==> config.mk <==
export PLATFORM = sky130hd
export DESIGN_NAME = seg_scan_driver
export DESIGN_NICKNAME = d
export VERILOG_FILES = /design/src/rtl/seg_scan_driver_pkg.sv /design/src/rtl/seg_decode.sv /design/src/rtl/seg_scan_driver.sv
export SDC_FILE = /design/constraint.sdc
export NUM_CORES = 1
export LEC_CHECK = 0
export CORE_MARGIN = 1.5
export CORE_UTILIZATION = 55
export DETAILED_ROUTE_END_ITERATION = 12
export GPL_ROUTABILITY_DRIVEN = 0
export MAX_ROUTING_LAYER = met4
export PLACE_DENSITY = 0.79
export SLEW_MARGIN = 40
export SYNTH_ARGS = -nofsm -noshare
export SYNTH_HDL_FRONTEND = slang
export SYNTH_SLANG_ARGS = --single-unit
==> constraint.sdc <==
create_clock -name clk -period 2.45 [get_ports clk]
set_input_delay 0.6125 -clock clk [delete_from_list [all_inputs] [get_ports clk]]
set_output_delay 0.6125 -clock clk [all_outputs]
set_load 0.005 [all_outputs]
==> src/rtl/seg_scan_driver_pkg.sv <==
// Shared seven-segment codes (active-low, bit6=a ... bit0=g) for the display blocks.
package seg_scan_driver_pkg;

  localparam logic [6:0] SEG_0    = 7'b0000001;
  localparam logic [6:0] SEG_1    = 7'b1001111;
  localparam logic [6:0] SEG_2    = 7'b0010010;
  localparam logic [6:0] SEG_3    = 7'b0000110;
  localparam logic [6:0] SEG_4    = 7'b1001100;
  localparam logic [6:0] SEG_5    = 7'b0100100;
  localparam logic [6:0] SEG_6    = 7'b0100000;
  localparam logic [6:0] SEG_7    = 7'b0001111;
  localparam logic [6:0] SEG_8    = 7'b0000000;
  localparam logic [6:0] SEG_9    = 7'b0000100;
  localparam logic [6:0] SEG_A    = 7'b0001000;
  localparam logic [6:0] SEG_B    = 7'b1100000;
  localparam logic [6:0] SEG_C    = 7'b0110001;
  localparam logic [6:0] SEG_D    = 7'b1000010;
  localparam logic [6:0] SEG_E    = 7'b0110000;
  localparam logic [6:0] SEG_F    = 7'b0111000;
  localparam logic [6:0] SEG_DASH = 7'b1111110;
  localparam logic [6:0] SEG_OFF  = 7'h7F;

endpackage

==> src/rtl/seg_decode.sv <==
// Combinational 4-bit value to active-low segment pattern; values above 9 are
// letters in hex mode, a dash otherwise.
module seg_decode
  import seg_scan_driver_pkg::*;
(
  input  logic [3:0] value,
  input  logic       hex_mode,
  output logic [6:0] seg
);

  always_comb begin
    seg = SEG_DASH;
    case (value)
      4'h0: seg = SEG_0;
      4'h1: seg = SEG_1;
      4'h2: seg = SEG_2;
      4'h3: seg = SEG_3;
      4'h4: seg = SEG_4;
      4'h5: seg = SEG_5;
      4'h6: seg = SEG_6;
      4'h7: seg = SEG_7;
      4'h8: seg = SEG_8;
      4'h9: seg = SEG_9;
      4'hA: seg = hex_mode ? SEG_A : SEG_DASH;
      4'hB: seg = hex_mode ? SEG_B : SEG_DASH;
      4'hC: seg = hex_mode ? SEG_C : SEG_DASH;
      4'hD: seg = hex_mode ? SEG_D : SEG_DASH;
      4'hE: seg = hex_mode ? SEG_E : SEG_DASH;
      4'hF: seg = hex_mode ? SEG_F : SEG_DASH;
      default: seg = SEG_DASH;
    endcase
  end

endmodule

==> src/rtl/seg_scan_driver.sv <==
// Self-scanning N-digit seven-segment driver: prescaler, digit scan, frame-coherent
// shadow of the display inputs, blink, leading-zero blanking and anode dead-time.
module seg_scan_driver
  import seg_scan_driver_pkg::*;
#(
  parameter int NUM_DIGITS   = 4,
  parameter int SCAN_DIV     = 100000,
  parameter int DEAD_CYCLES  = 1000,
  parameter int BLINK_FRAMES = 100,
  parameter int HEX_MODE     = 1
) (
  input  logic                    clk,
  input  logic                    rst_n,
  input  logic [4*NUM_DIGITS-1:0] num,
  input  logic [NUM_DIGITS-1:0]   dp_in,
  input  logic [NUM_DIGITS-1:0]   blank,
  input  logic [NUM_DIGITS-1:0]   blink_en,
  input  logic                    lzb,
  output logic [6:0]              segments,
  output logic                    dp_n,
  output logic [NUM_DIGITS-1:0]   anode_active,
  output logic                    frame_start
);

  localparam int PW = $clog2(SCAN_DIV);
  localparam int SW = $clog2(NUM_DIGITS);
  localparam int FW = (BLINK_FRAMES > 1) ? $clog2(BLINK_FRAMES) : 1;
  localparam logic [PW-1:0] PRE_LAST   = PW'(SCAN_DIV - 1);
  localparam logic [PW-1:0] DEAD       = PW'(DEAD_CYCLES);
  localparam logic [SW-1:0] SLOT_LAST  = SW'(NUM_DIGITS - 1);
  localparam logic [FW-1:0] FRAME_LAST = FW'(BLINK_FRAMES - 1);
  localparam logic          HEX        = (HEX_MODE != 0);

  logic [PW-1:0]           presc;
  logic [SW-1:0]           slot;
  logic [FW-1:0]           frame_cnt;
  logic                    blink_phase;
  logic [4*NUM_DIGITS-1:0] sh_num;
  logic [NUM_DIGITS-1:0]   sh_dp;
  logic [NUM_DIGITS-1:0]   sh_blank;
  logic [NUM_DIGITS-1:0]   sh_blink;
  logic                    sh_lzb;

  logic                    slot_wrap;
  logic                    frame_end;
  logic                    all_zero;
  logic [NUM_DIGITS-1:0]   lzb_sup;
  logic [3:0]              cur_val;
  logic                    dark;
  logic [6:0]              dec_seg;

  assign slot_wrap = (presc == PRE_LAST);
  assign frame_end = slot_wrap && (slot == '0);

  always_ff @(posedge clk or negedge rst_n) begin
    if (!rst_n) begin
      presc       <= '0;
      slot        <= SLOT_LAST;
      frame_cnt   <= '0;
      blink_phase <= 1'b0;
      sh_num      <= '0;
      sh_dp       <= '0;
      sh_blank    <= '1;
      sh_blink    <= '0;
      sh_lzb      <= 1'b0;
    end else begin
      presc <= slot_wrap ? '0 : presc + PW'(1);
      if (slot_wrap) begin
        slot <= (slot == '0) ? SLOT_LAST : slot - SW'(1);
      end
      // Inputs are sampled only at the frame boundary so a frame never shows mixed data.
      if (frame_end) begin
        sh_num   <= num;
        sh_dp    <= dp_in;
        sh_blank <= blank;
        sh_blink <= blink_en;
        sh_lzb   <= lzb;
        if (frame_cnt == FRAME_LAST) begin
          frame_cnt   <= '0;
          blink_phase <= ~blink_phase;
        end else begin
          frame_cnt <= frame_cnt + FW'(1);
        end
      end
    end
  end

  // Walk from the leftmost digit down; a digit is suppressed while everything above is zero.
  always_comb begin
    all_zero = 1'b1;
    lzb_sup  = '0;
    for (int i = NUM_DIGITS - 1; i >= 1; i--) begin
      all_zero   = all_zero & (sh_num[4*i +: 4] == 4'd0);
      lzb_sup[i] = sh_lzb & all_zero;
    end
  end

  assign cur_val = sh_num[{slot, 2'b00} +: 4];
  assign dark    = sh_blank[slot] | (blink_phase & sh_blink[slot]) | lzb_sup[slot];

  seg_decode u_decode (
    .value    (cur_val),
    .hex_mode (HEX),
    .seg      (dec_seg)
  );

  always_ff @(posedge clk or negedge rst_n) begin
    if (!rst_n) begin
      segments     <= SEG_OFF;
      dp_n         <= 1'b1;
      anode_active <= '1;
      frame_start  <= 1'b0;
    end else begin
      segments     <= dark ? SEG_OFF : dec_seg;
      dp_n         <= dark | ~sh_dp[slot];
      anode_active <= (presc < DEAD) ? '1 : ~(NUM_DIGITS'(1) << slot);
      frame_start  <= (slot == SLOT_LAST) && (presc == '0);
    end
  end

endmodule

==> results of run 1 <==
-- state kept, by name (all words and copies together) (netlist names) --
name and cells:
anode_active 4, blink_phase 1, dp_n 1, frame_cnt 7, frame_start 1, presc 17
segments 7, sh_blank 4, sh_blink 4, sh_dp 4, sh_lzb 1, sh_num 16
slot 2
-- metrics by stage --
stage,hold slack (ns),setup slack (ns)
after floorplan,0.317,0.498
after global placement,0.465,0.270
after detailed placement,0.469,0.280
after CTS,0.207,0.263
after global routing,0.229,0.136
final,0.213,0.230
-- power by group through the flow --
stage	Combinational [mW]	Clock [mW]	Sequential (mW)
after floorplan	0.0778	0	1.22
after global placement	0.176	0	1.22
after detailed placement	0.182	0	1.22
after CTS	0.182	1.06	1.20
after global routing	0.198	1.11	1.21
final	0.179	1.05	1.20
-- worst max path at each step --
stage                       end  slack, ns  depth (start not counted)
floorplan           segments[5]       0.50                          6
global placement    segments[0]       0.27                          4
detailed placement  segments[0]       0.28                          4
CTS                  sh_num[11]       0.26                          5
global route         sh_num[10]       0.14                          5
finish                sh_num[2]       0.23                          5
-- final cells by class --
type,count,area [um^2],share of cell area (%)
clock buffers,12,155,3.73
clock inverters,4,70.1,1.68
inverters,6,22.5,0.541
multi-input cells,182,1600,38.4
flip-flops and latches,69,1750,42.0
well taps,75,93.8,2.25
repair buffers,48,475,11.4
-- worst reg2reg max path: stages (launching register included) --
cell     delay [ns]
dfrtp_1        0.46
nor4_1         0.52
and2_1         0.41
nand3_4        0.11
buf_4          0.26
mux2_4         0.35
-- logic make-up (layout without fill, tap and decap cells) --
kind of cell	after synthesis	in the layout	share of synthesized area [%]
and+or+nand+nor	90	90	15.0
DFF	69	69	50.7
muxes	42	42	19.1
AOI/OAI and AO/OA	26	26	5.29
buffers and inverters	19	70	3.04
xor gates and xnor gates	17	17	4.31
adders and majority gates	7	7	2.54
-- cells in the final DEF, fill, tap and decap left out, drive strengths merged, types with 6 or more instances in the layout --
master / instances
dfrtp: 51
mux2: 34
nand4: 7
a21oi: 7
dfstp: 18
inv: 6
xnor2: 12
nor4: 6
mux4: 7
clkbuf: 12
buf: 6
clkdlybuf4s50: 42
nand3: 10
ha: 7
nor2: 14
nand2: 18
-- layer usage --
| metal | GRT usage, % | share of wire [%] | wire length, um |
|---|---|---|---|
| met5 | - | 0 | 0 |
| met4 | 10.5 | 2.1 | 136 |
| met3 | 5.71 | 4.5 | 290 |
| met2 | 31.3 | 48 | 3090 |
| met1 | 30.6 | 45 | 2890 |
==> reports/qor.yml, run 1 <==
status: "finished clean"
synthTopCellsByArea: "dfrtp_1 (37%), dfstp_2 (14%), mux2_4 (13%)"
p_int_mw: 1.92
final_cells: 396
grt_pass1_wl_mm: 10.7
ant_nets: 0
synth-edff-count: 0
grt_pass1_vias: 2240
timing.max_cap.violations: 0
placed_area_um2: 3940
grt-ovfl-total: 0
cpPeakStageDelay_ns: 0.52
h-tree-depth: 3
p_seq_share_pct: 49.5
clock_path_buffers: 2
antenna_cells: 0
clock_latency_ns: 0.35
layout.nets: 354
start_util_pct: 57.6
yosys.cell_count.top_type: "dfrtp_1"
clock_power_share_pct: 43.1
p_leak_nw: 1.81
ys_warn_count: 0
hold_violations: 0
route.detailed.drc: 0
worstSetupPathType: "reg -> reg"
synthDistinctLibCells: 49
combPwrFrac_pct: 7.4
reg2regPathDepth: 5
cts_tree: "done"
num_vias: 2248
netlist_area_um2: 3450
io_pins: 44
finalSetupViolations: 0
num_rows: 28
crit_family: "simple AND/OR/NAND/NOR gates"
fin_util_pct: 69.5
grt.total_usage_pct: 22.4
crit_fanout: 20
crit_start: "presc[5]"
power_mw: 2.43
coreArea_um2: 5990
rsz0062_at_grt: "false"
reg2reg_to: "sh_num[2]"
portBuffers: 43
post_cts_buffers: 0
startpoint_type: "flop"
routed_wl_mm: 6.41
path_buf_inv: 1
dieArea_um2: 6760
wl_per_cell_um: 16.2
synth_top_area_cell: "dfrtp_1"
synth_top_area_share_pct: 37.0
clk_pin_slew_ns: 0.07
cts-root-buf: "clkbuf_8"
die_w_um: 82.2
cp_cell_sequence: "nor4_1 -> and2_1 -> nand3_4 -> buf_4 -> mux2_4"
cp.required_ns: 2.68
fin_crit_sh_pct: 90.6
swShare_pct: 20.9
post-dp-hpwl_mm: 4.51
timing.rr.start: "presc[5]"
place.detailed.instances: 380
cp.arrival_ns: 2.45
switchingPower_mw: 0.508
syn_avg_cell_area_um2: 12.8
power_density_nw_per_um2: 584
cts_sinks: 69
antenna_found_initial: 0
die_h_um: 82.2
max_slew_margin_pct: 62.4
dr.pass1.iters: 4
stdcell_area_um2: 4160
clock.fmax_mhz: 451
worstHoldPathType: "in -> async"
slew_viol_final: 0
ys_ff_latch: 69
async_reset_ff_share_pct: 100
rrSetupSlack_ns: 0.23
syn_nets: 308
cts_hold_buf: 0
setup-tns-final_ns: 0
synth_ff_type: "dfrtp_1"
syn2layout_area_growth_pct: 20.6
fillers: 411
grt_start_max_net_pins: 51
synthTopCellsByCount: "dfrtp_1 (51), mux2_4 (29), dfstp_2 (18), nand2_1 (18), nor2_1 (13)"
peakVddDrop_mv: 0.387
finalCriticalPeriod_ns: 2.22
yosysSeqAreaShare_pct: 50.7
tightestPinTransition_ns: 0.559
drive_gt1_share_pct: 26.8
skew_ns: 0.0112
viasPerCell: 5.68
critPathCaptureType: "flop"
ctsResizeCount: 0
numCtsBuffers: 9
slowest_stage: "nor4_1"
first_iter_violations: 165
synth_cells: 270
Note: power is estimated with default switching activity, not from simulation.
==> inputs of run 2 (changes only) <==
--- a/config.mk
+++ b/config.mk
@@ -11,6 +11,7 @@
 export GPL_ROUTABILITY_DRIVEN = 0
 export MAX_ROUTING_LAYER = met4
 export PLACE_DENSITY = 0.79
+export REMOVE_ABC_BUFFERS = 1
 export SLEW_MARGIN = 40
 export SYNTH_ARGS = -nofsm -noshare
 export SYNTH_HDL_FRONTEND = slang
==> reports/qor.yml, run 2 (synthesis results as in run 1) <==
status: "finished clean"
skew_ns: 0.0113  # +0.0000353 ns
grt-ovfl-total: 0  # unchanged
rsz0062_at_grt: "false"
die_h_um: 82.2  # unchanged
first_iter_violations: 164  # -0.61%
clk_pin_slew_ns: 0.07  # about the same
antenna_found_initial: 0  # unchanged
cp.required_ns: 2.71  # +0.03 ns
startpoint_type: "flop"
start_util_pct: 57.6  # unchanged
fin_crit_sh_pct: 86.8  # -3.8 points
dieArea_um2: 6760  # unchanged
io_pins: 44  # unchanged
clock_latency_ns: 0.34  # about the same
layout.nets: 353  # -0.28%
grt_start_max_net_pins: 70  # +37%
finalSetupViolations: 0  # unchanged
route.detailed.drc: 0  # unchanged
largest_reg_flops: 17  # unchanged
coreArea_um2: 5990  # unchanged
die_w_um: 82.2  # unchanged
p_leak_nw: 1.78  # -1.2%
ant_nets: 0  # unchanged
cpPeakStageDelay_ns: 0.75  # +0.23 ns
multi_input_area_um2: 1600  # unchanged
h-tree-depth: 3  # unchanged
drive_gt1_share_pct: 25.9  # -0.85 points
final_common_cell: "dfrtp_1"
grt.total_usage_pct: 21.3  # -1.1 points
max_slew_margin_pct: 71.6  # +9.1 points
ctsResizeCount: 0  # unchanged
largestRegisters: "presc x17, sh_num x16"
regMostFlops: "presc"
syn2layout_area_growth_pct: 19.2
grt_pass1_vias: 2188  # -2.3%
peakVddDrop_mv: 0.342  # -12%
timing.max_cap.violations: 0  # unchanged
post-dp-hpwl_mm: 4.36  # -3.2%
tightestPinTransition_ns: 0.426  # -0.132 ns
slew_viol_final: 0  # unchanged
cp_cell_sequence: "mux4_2 -> xnor2_1 -> or3_1 -> o211ai_1"
dr.pass1.iters: 4  # unchanged
worstSetupPathType: "reg -> reg"
cp.arrival_ns: 2.39  # -0.06 ns
worstHoldPathType: "in -> async"
slowest_stage: "dfstp_2"
finalCriticalPeriod_ns: 2.13  # -0.0937 ns
critPathCaptureType: "flop"
clock_path_buffers: 2  # unchanged
seq_area_um2: 1750  # unchanged
cts-root-buf: "clkbuf_8"
power_density_nw_per_um2: 534  # -8.5%
post_cts_buffers: 0  # unchanged
num_rows: 28  # unchanged
place.detailed.instances: 379  # -0.26%
cts_tree: "done"
cts_sinks: 69  # unchanged
hold_violations: 0  # unchanged
final_cells: 395  # -0.25%
viasPerCell: 5.59  # -1.4%
clock.fmax_mhz: 470  # +4.4%
crit_fanout: 14  # -30%
portBuffers: 43  # unchanged
fillers: 435  # +5.8%
num_vias: 2210  # -1.7%
grt_pass1_wl_mm: 10.3  # -3.2%
routed_wl_mm: 6.19  # -3.4%
numCtsBuffers: 9  # unchanged
setup-tns-final_ns: 0  # unchanged
most-common-layout-cells: "dfrtp_1 (51), clkdlybuf4s50_1 (42), mux2_4 (29), nand2_1 (18), dfstp_2 (18)"
cts_hold_buf: 0  # unchanged
wl_per_cell_um: 15.7  # -3.1%
antenna_cells: 0  # unchanged
power_mw: 2.20  # -9.6%
==> run 2: changes by cell type in the layout (fill, tap and decap cells not counted) <==
cell,change
buf_4,-2
bufinv_16,-2
clkbuf_1,+2
buf_12,+1
==> run 2: power by group <==
part	switching, mW	internal [mW]	total [mW]
logic	0.0652	0.114	0.179
clock network	0.395	0.421	0.816
registers	0.0207	1.18	1.20
==> run 2: per-layer routing <==
metal / up-vias / global-route usage [%] / part of all wire (%)
met4: 0 / 8.98 / 1.5
met5: - / - / 0
li1: 1071 / - / -
met1: 1093 / 27.9 / 47
met2: 39 / 31.3 / 48
met3: 7 / 5.60 / 3.5
==> run 2: worst paths after layout <==
| check | from | end | slack [ns] | cells past startpoint |
|---|---|---|---|---|
| setup / recovery | slot[0] | segments[3] | 0.32 | 4 |
| hold / removal | rst_n | frame_cnt[6] | 0.29 | 2 |
| setup reg to reg | slot[0] | segments[3] | 0.32 | 4 |
| hold reg to reg | blink_phase | blink_phase | 0.48 | 1 |
| max in group asynchronous | rst_n | segments[2] | 1.84 | 2 |
| min in group clk | blink_phase | blink_phase | 0.48 | 1 |
==> run 2: critical path: cells and delay by family (launching register included) <==
family / cells / cell delay (ns)
mux: 1 / 0.70
flops: 1 / 0.75
compound gates: 1 / 0.10
xor+xnor: 1 / 0.19
simple gates: 1 / 0.31
==> run 2: layout make-up <==
cell class              count  area share (%)
flip-flops and latches     69            42.5
well taps                  75            2.28
clock inverters             2           0.243
repair buffers             47            11.7
inverters                   6           0.547
clock buffers              14            3.95
multi-input cells         182            38.8
==> run 2: stage by stage <==
stage	hold slack (ns)	worst slack [ns]	utilization (%)	area [um^2]
global placement	0.473	0.370	65.8	3940
CTS	0.280	0.322	68.7	4120
global route	0.295	0.178	68.7	4120
finish	0.290	0.324	68.7	4120
detailed placement	0.481	0.343	65.8	3940
floorplan	0.317	0.310	-	3370
